$ cat config.mk
export PLATFORM = sky130hd
export DESIGN_NAME = param_stack
export DESIGN_NICKNAME = d
export VERILOG_FILES = /design/src/rtl/param_stack.sv
export SDC_FILE = /design/constraint.sdc
export NUM_CORES = 1
export LEC_CHECK = 0
export BUFFER_PORTS_ARGS = -buffer_cell sky130_fd_sc_hd__buf_2
export CORE_ASPECT_RATIO = 0.9
export CORE_MARGIN = 2
export CORE_UTILIZATION = 45
export DETAILED_ROUTE_END_ITERATION = 12
export HOLD_SLACK_MARGIN = 0.12
export SLEW_MARGIN = 20
export SYNTH_ARGS = -nofsm -noshare
export SYNTH_HDL_FRONTEND = slang
export SYNTH_SLANG_ARGS = --single-unit
$ cat constraint.sdc
create_clock -name clk -period 5.45 [get_ports clk]
set_clock_uncertainty 0.1 [all_clocks]
set_input_delay 0.2725 -clock clk [delete_from_list [all_inputs] [get_ports clk]]
set_output_delay 0.2725 -clock clk [all_outputs]
set_load 0.01 [all_outputs]
$ cat src/rtl/param_stack.sv
// LIFO parameter stack with registered top-of-stack and overflow/underflow flags.
// Build option: define STACK_STICKY_ERR_EN to make the error flags sticky until reset.
module param_stack #(
  parameter int DATA_WIDTH = 16,
  parameter int DEPTH      = 16,
  localparam int CNT_WIDTH = $clog2(DEPTH + 1)
) (
  input  logic                  clk,
  input  logic                  reset,
  input  logic                  en,
  input  logic                  push,
  input  logic                  pop,
  input  logic [DATA_WIDTH-1:0] data_in,
  output logic [DATA_WIDTH-1:0] data_out,
  output logic [CNT_WIDTH-1:0]  count,
  output logic                  empty,
  output logic                  full,
  output logic                  overflow,
  output logic                  underflow
);

  localparam int AW = (DEPTH > 1) ? $clog2(DEPTH) : 1;

  logic [DATA_WIDTH-1:0] mem [DEPTH];

  logic          do_push;
  logic          do_pop;
  logic          do_repl;
  logic          grow;
  logic          ovf_evt;
  logic          udf_evt;
  logic          wr_en;
  logic [AW-1:0] wr_idx;
  logic [AW-1:0] below_idx;

  assign empty = (count == '0);
  assign full  = (count == CNT_WIDTH'(DEPTH));

  always_comb begin
    do_push   = en & push & ~pop & ~full;
    do_pop    = en & pop & ~push & ~empty;
    do_repl   = en & push & pop;
    // REPLACE on an empty stack behaves exactly like a push
    grow      = do_push | (do_repl & empty);
    ovf_evt   = en & push & ~pop & full;
    udf_evt   = en & pop & ~push & empty;
    wr_en     = do_push | do_repl;
    wr_idx    = grow ? AW'(count) : AW'(count - CNT_WIDTH'(1));
    below_idx = AW'(count - CNT_WIDTH'(2));
  end

  // Storage is deliberately never cleared; only the write is blocked during reset
  always_ff @(posedge clk) begin
    if (reset && wr_en) begin
      mem[wr_idx] <= data_in;
    end
  end

  always_ff @(posedge clk) begin
    if (!reset) begin
      count     <= '0;
      data_out  <= '0;
      overflow  <= 1'b0;
      underflow <= 1'b0;
    end else begin
`ifdef STACK_STICKY_ERR_EN
      overflow  <= overflow | ovf_evt;
      underflow <= underflow | udf_evt;
`else
      overflow  <= ovf_evt;
      underflow <= udf_evt;
`endif
      if (grow) begin
        count    <= count + CNT_WIDTH'(1);
        data_out <= data_in;
      end else if (do_repl) begin
        data_out <= data_in;
      end else if (do_pop) begin
        count    <= count - CNT_WIDTH'(1);
        data_out <= (count == CNT_WIDTH'(1)) ? '0 : mem[below_idx];
      end
    end
  end

endmodule

==> results of run 1 <==
==> synthesized netlist by cell type (3+ instances only) <==
| cell type | number | share of area |
|---|---|---|
| edfxtp_1 | 256 | 0.69 |
| mux4_2 | 64 | 0.13 |
| mux2i_1 | 33 | 0.030 |
| o21ai_0 | 25 | 0.011 |
| and2_1 | 23 | 0.013 |
| dfxtp_1 | 23 | 0.041 |
| and3_1 | 21 | 0.012 |
| clkbuf_1 | 16 | 0.0054 |
| o221ai_1 | 14 | 0.011 |
| nor2_1 | 12 | 0.0040 |
| nand2_1 | 11 | 0.0037 |
| buf_2 | 9 | 0.0040 |
| ha_1 | 8 | 0.0089 |
| nor3_1 | 6 | 0.0027 |
| inv_1 | 4 | 0.0013 |
| xnor2_1 | 4 | 0.0031 |
| a211oi_2 | 3 | 0.0034 |
| buf_1 | 3 | 0.0010 |
| nor2b_1 | 3 | 0.0017 |
| o211ai_1 | 3 | 0.0020 |
==> worst max-delay path: stages, from the launching register on <==
cell      delay [ps]
dfxtp_4          490
inv_1            160
ha_1             280
or3b_4           440
a211oi_2         650
mux2i_1          590
nand2_1          230
nor2b_2          860
==> kinds of logic after synthesis <==
| kind of cell | Yosys count | share of synthesized area |
|---|---|---|
| AOI/OAI and AO/OA | 58 | 0.0361 |
| xor gates and xnor gates | 6 | 0.00470 |
| adders and majority gates | 8 | 0.00895 |
| buffers and inverters | 36 | 0.0142 |
| DFF | 279 | 0.728 |
| muxes | 99 | 0.160 |
| and+or+nand+nor | 88 | 0.0475 |
==> how the worst max path moves through the flow <==
stage	from	end	slack (ps)
floorplan	count[1]	mem[12][0]	580
global placement	count[0]	mem[7][2]	1290
detailed placement	count[0]	mem[3][15]	1150
CTS	count[0]	mem[3][0]	1150
global route	count[0]	mem[9][0]	890
finish	count[0]	mem[9][12]	1260
==> through the flow <==
stage	setup WS, ps	area (sq um)
floorplan	577	11200
detailed placement	1150	11800
global route	888	13000
CTS	1150	12900
global placement	1290	11800
finish	1260	13000
==> flip-flops by register name, indices dropped and copies added (netlist names) <==
register,cells
count,5
data_out,16
mem,256
overflow,1
underflow,1
==> layout make-up <==
cell class / instances / area [sq um]
Clock buffer: 34 / 774
Clock inverter: 20 / 159
Fill cell: 1936 / 11400
Inverter: 6 / 23.8
Multi-Input combinational cell: 259 / 2950
Sequential cell: 279 / 8150
Tap cell: 308 / 385
Timing Repair Buffer: 77 / 510
==> layer usage <==
layer | up-vias | global-route usage
li1 | 2519 | -
met1 | 2973 | 0.295
met2 | 150 | 0.285
met3 | 37 | 0.0314
met4 | 0 | 0.0505
met5 | - | 0
==> power by group through the flow <==
stage          combinational (mW)  clock, mW  sequential (mW)
2_1_floorplan               0.289          0             2.43
3_5_place_dp                0.424          0             2.44
4_1_cts                     0.435       1.95             2.39
6_report                    0.432       1.91             2.39
5_1_grt                     0.468       2.04             2.40
3_3_place_gp                0.418          0             2.44
==> flow_summary.toml, run 1 <==
[setup_path]
crit_path_end_kind = "register"
cp_max_fo = 26
r2r_cells = 7
r2r_end = "mem[9][12]"
critPathKind = "reg2reg"
crit_path_start_kind = "register"
arrival_ps = 4250
reg2reg_from = "count[0]"
r2r_setup_slack_ps = 1260
required_ps = 5500

[route]
wl_per_cell_um = 24.9
highest_layer = "met4"
first_pass_iters = 4
drt-total-wl_mm = 24.5
vias = 5679
route.detailed.drc = 0
first_iter_violations = 535
ant_nets = 0
dr_wl_met3_mm = 1.37
routed_via_density = 5.78
wl_met2_mm = 10.9
wirelength_met1_mm = 11.6

[clock_tree]
post_cts_buffers = 0
cts_hold_buf = 18
h-tree-depth = 1
cts_tree = "built"
root_buffer = "clkbuf_16"
clkSlewWorstSetupHoldPaths_ps = 60
clock-sinks = 279
postCtsResizedCells = 0
insertion_delay_ps = 540
numCtsBuffers = 29
cts_buffer_depth = 3

[place]
numPortBuffers = 45
hpwlAfterDp_mm = 13.9
gp_congestion = 0.739
dp_cells = 911

[pwr]
p_clk_frac = 0.404
power_mw = 4.74
peakVddDrop_uv = 245
swShare = 0.226
switchingPower_mw = 1.07
p_per_area_nw_per_um2 = 366
p_comb_frac = 0.091
p_leak_nw = 4.44
p_int_mw = 3.67
power_frac_seq = 0.505

[sta]
post-route-min-period_ps = 4190
max_freq_mhz = 238
finalHoldViolCount = 0
rsz0062_at_grt = "false"
worstMarginPinSlew_ps = 1050
setup_violations = 0
slew_viol_final = 0
maxSlewHeadroom = 0.296
holdWs_ps = 163
period_share = 0.770
setup_tns_ps = 0

[layout]
final_cell_mix = "edfxtp_1 (256), mux4_2 (64), buf_2 (45)"
synthToLayoutAreaGrowth_pct = 15.7
final_core_util = 0.532
antenna_cells = 0
drive_gt1_frac = 0.298
layout_commonest_cell = "edfxtp_1"
num-nets-final = 681
instances_no_fill = 983

[synthesis]
syn-mean-instance-area_sq_um = 19.5
yosysWarnings = 0
synth_cells = 574
synthFlopType = "edfxtp_1"
ys_seq_area_frac = 0.728
synthesis.nets = 603
synth_edf_count = 256
syn-cell-area_sq_um = 11200
synthDistinctLibCells = 46
ys_seq_elements = 279
ys_async_sr_fraction = 0

[hold_path]
min_from = "en"
hold_path_class = "in2reg"
hold_depth = 4
whs_endpoint = "underflow"

[status]
status = "complete, no violations"

[global_routing]
grt_pass1_wl_mm = 36.7
grt.total_usage = 0.191
grt_max_degree = 48
grt_overflow = 0
grt_pass1_vias = 5926
antenna_found_initial = 0

[job]
drv_cap = 0

[floorplan]
die_x_um = 170
rows = 54
start_util = 0.460
die_height_um = 154
io_pins = 46
die_area_sq_um = 26100
core_area_sq_um = 24300
Note: power is estimated with default switching activity, not from simulation.
==> run 2: changes to the inputs <==
==> constraint.sdc (replaced) <==
create_clock -name clk -period 3.85 [get_ports clk]
set_clock_uncertainty 0.1 [all_clocks]
set_input_delay 0.1925 -clock clk [delete_from_list [all_inputs] [get_ports clk]]
set_output_delay 0.1925 -clock clk [all_outputs]
set_load 0.01 [all_outputs]
==> run 2 against run 1 <==
Die area unchanged. Combinational power increased by 51%. Clock power increased by 39%. Clock-buffer cell count is 3 higher. Design area is 1.3% higher. Register-to-register slack got worse by 770 ps. Worst setup slack got worse by 770 ps. Utilization grew 0.71 points. Critical path type unchanged. Critical endpoint is now mem[8][12]. Largest cell class unchanged.
==> flow_summary.toml, run 2 (synthesized netlist as in run 1, its figures left out) <==
[sta]
rsz0062_at_grt = "false"
maxSlewHeadroom = 0.351
worstMarginPinSlew_ps = 964
setup_violations = 0
holdWs_ps = 168
finalHoldViolCount = 0
post-route-min-period_ps = 3370
slew_viol_final = 0
period_share = 0.875
setup_tns_ps = 0
max_freq_mhz = 297

[setup_path]
cp_top_family = "simple AND/OR/NAND/NOR gates"
required_ps = 3960
cp_max_fo = 16
crit_path_end_kind = "register"
cp_slowest_stage_delay_ps = 660
critPathKind = "reg2reg"
worst-path-buf-inv = 2
crit_path_cell_trace = "inv_1, ha_2, or3b_4, a211oi_2, ha_1, or4_4, nor3_4, buf_4"
cp_slowest_cell = "or4_4"
crit_path_start_kind = "register"
arrival_ps = 3480

[layout]
final_core_util = 0.540
drive_gt1_frac = 0.307
num-nets-final = 701
final_cell_mix = "edfxtp_1 (256), mux4_2 (64), buf_2 (45)"
antenna_cells = 0
stdcell_area_sq_um = 13100
layout_commonest_cell = "edfxtp_1"
largestRegisters = "mem (256), data_out (16), count (5)"
largest-register = "mem"
largest_reg_flops = 256
synthToLayoutAreaGrowth_pct = 17.3

[route]
routed_via_density = 5.81
route.detailed.drc = 0
ant_nets = 0
wl_per_cell_um = 24.3
drt-total-wl_mm = 24.4
vias = 5818
first_iter_violations = 474
first_pass_iters = 7

[global_routing]
grt_use_met2 = 0.302
grt_max_degree = 42
grt.busiest_layer = "met2"
grt_overflow = 0
grt_util_met1 = 0.282
grt_pass1_vias = 6074
grtUsageMet3 = 0.0281
grt.total_usage = 0.192
grt_pass1_wl_mm = 37.2
antenna_found_initial = 0

[clock_tree]
cts_buffer_depth = 3
h-tree-depth = 1
numCtsBuffers = 28
cts_tree = "built"
clock-sinks = 279
insertion_delay_ps = 540
root_buffer = "clkbuf_16"
clkSlewWorstSetupHoldPaths_ps = 60

[job]
drv_cap = 0

[hold_path]
hold_path_class = "in2reg"

[floorplan]
die_area_sq_um = 26100
die_height_um = 154
start_util = 0.460
io_pins = 46
rows = 54
die_x_um = 170
core_area_sq_um = 24300

[status]
status = "complete, no violations"

[place]
gp_congestion = 0.858
hpwlAfterDp_mm = 14.9
numPortBuffers = 45
place_area_sq_um = 12000

[pwr]
peakVddDrop_uv = 343
p_per_area_nw_per_um2 = 510
p_leak_nw = 4.55
[run 2: metrics by stage]
stage | power, mW | instances | setup WS, ps
after floorplan | 3.86 | 574 | -56.5
after global placement | 4.07 | 930 | 603
after detailed placement | 4.08 | 930 | 512
after CTS | 6.75 | 1002 | 495
after global routing | 6.92 | 1002 | 333
final | 6.69 | 1002 | 482
[run 2: power breakdown]
part           total (mW)  internal (mW)  switching [mW]
sequential           3.37           3.35          0.0208
combinational       0.653          0.285           0.368
clock                2.66           1.56            1.10
total                6.69           5.20            1.49
[run 2: repair_timing]
action,4_1_cts,5_1_grt
buffers inserted,0,0
gates resized for setup,0,0
hold endpoints to repair,263,0
hold buffers,20,0
setup endpoints to repair,0,0
[run 2: area by class of cell]
class | count | area, sq um
Fill cell | 1913 | 11200
Multi-Input combinational cell | 259 | 2960
Tap cell | 308 | 385
Inverter | 6 | 23.8
Timing Repair Buffer | 98 | 698
Clock inverter | 15 | 161
Clock buffer | 37 | 744
Sequential cell | 279 | 8150
[run 2: path summary, 6_finish.rpt]
kind                             startpoint          end  slack (ps)  cells past startpoint
worst max register to register     count[0]   mem[8][12]         480                      8
worst min-delay path                     en     overflow         170                      4
worst min register to register  data_out[4]  data_out[4]         540                      3
worst max-delay path               count[0]   mem[8][12]         480                      8
[run 2: tightest hold or removal path: cells and delay by family]
family | cells | cell delay [ps]
AND/OR/NAND/NOR | 3 | 430
buffers and inverters | 1 | 120
[run 2: layer usage]
layer  vias up  wire, um  share of wire
li1       2555         -              -
met1      3050     11200           0.46
met2       176     11500           0.47
met3        37      1160          0.048
met4         0       570          0.023
met5         -         0              0
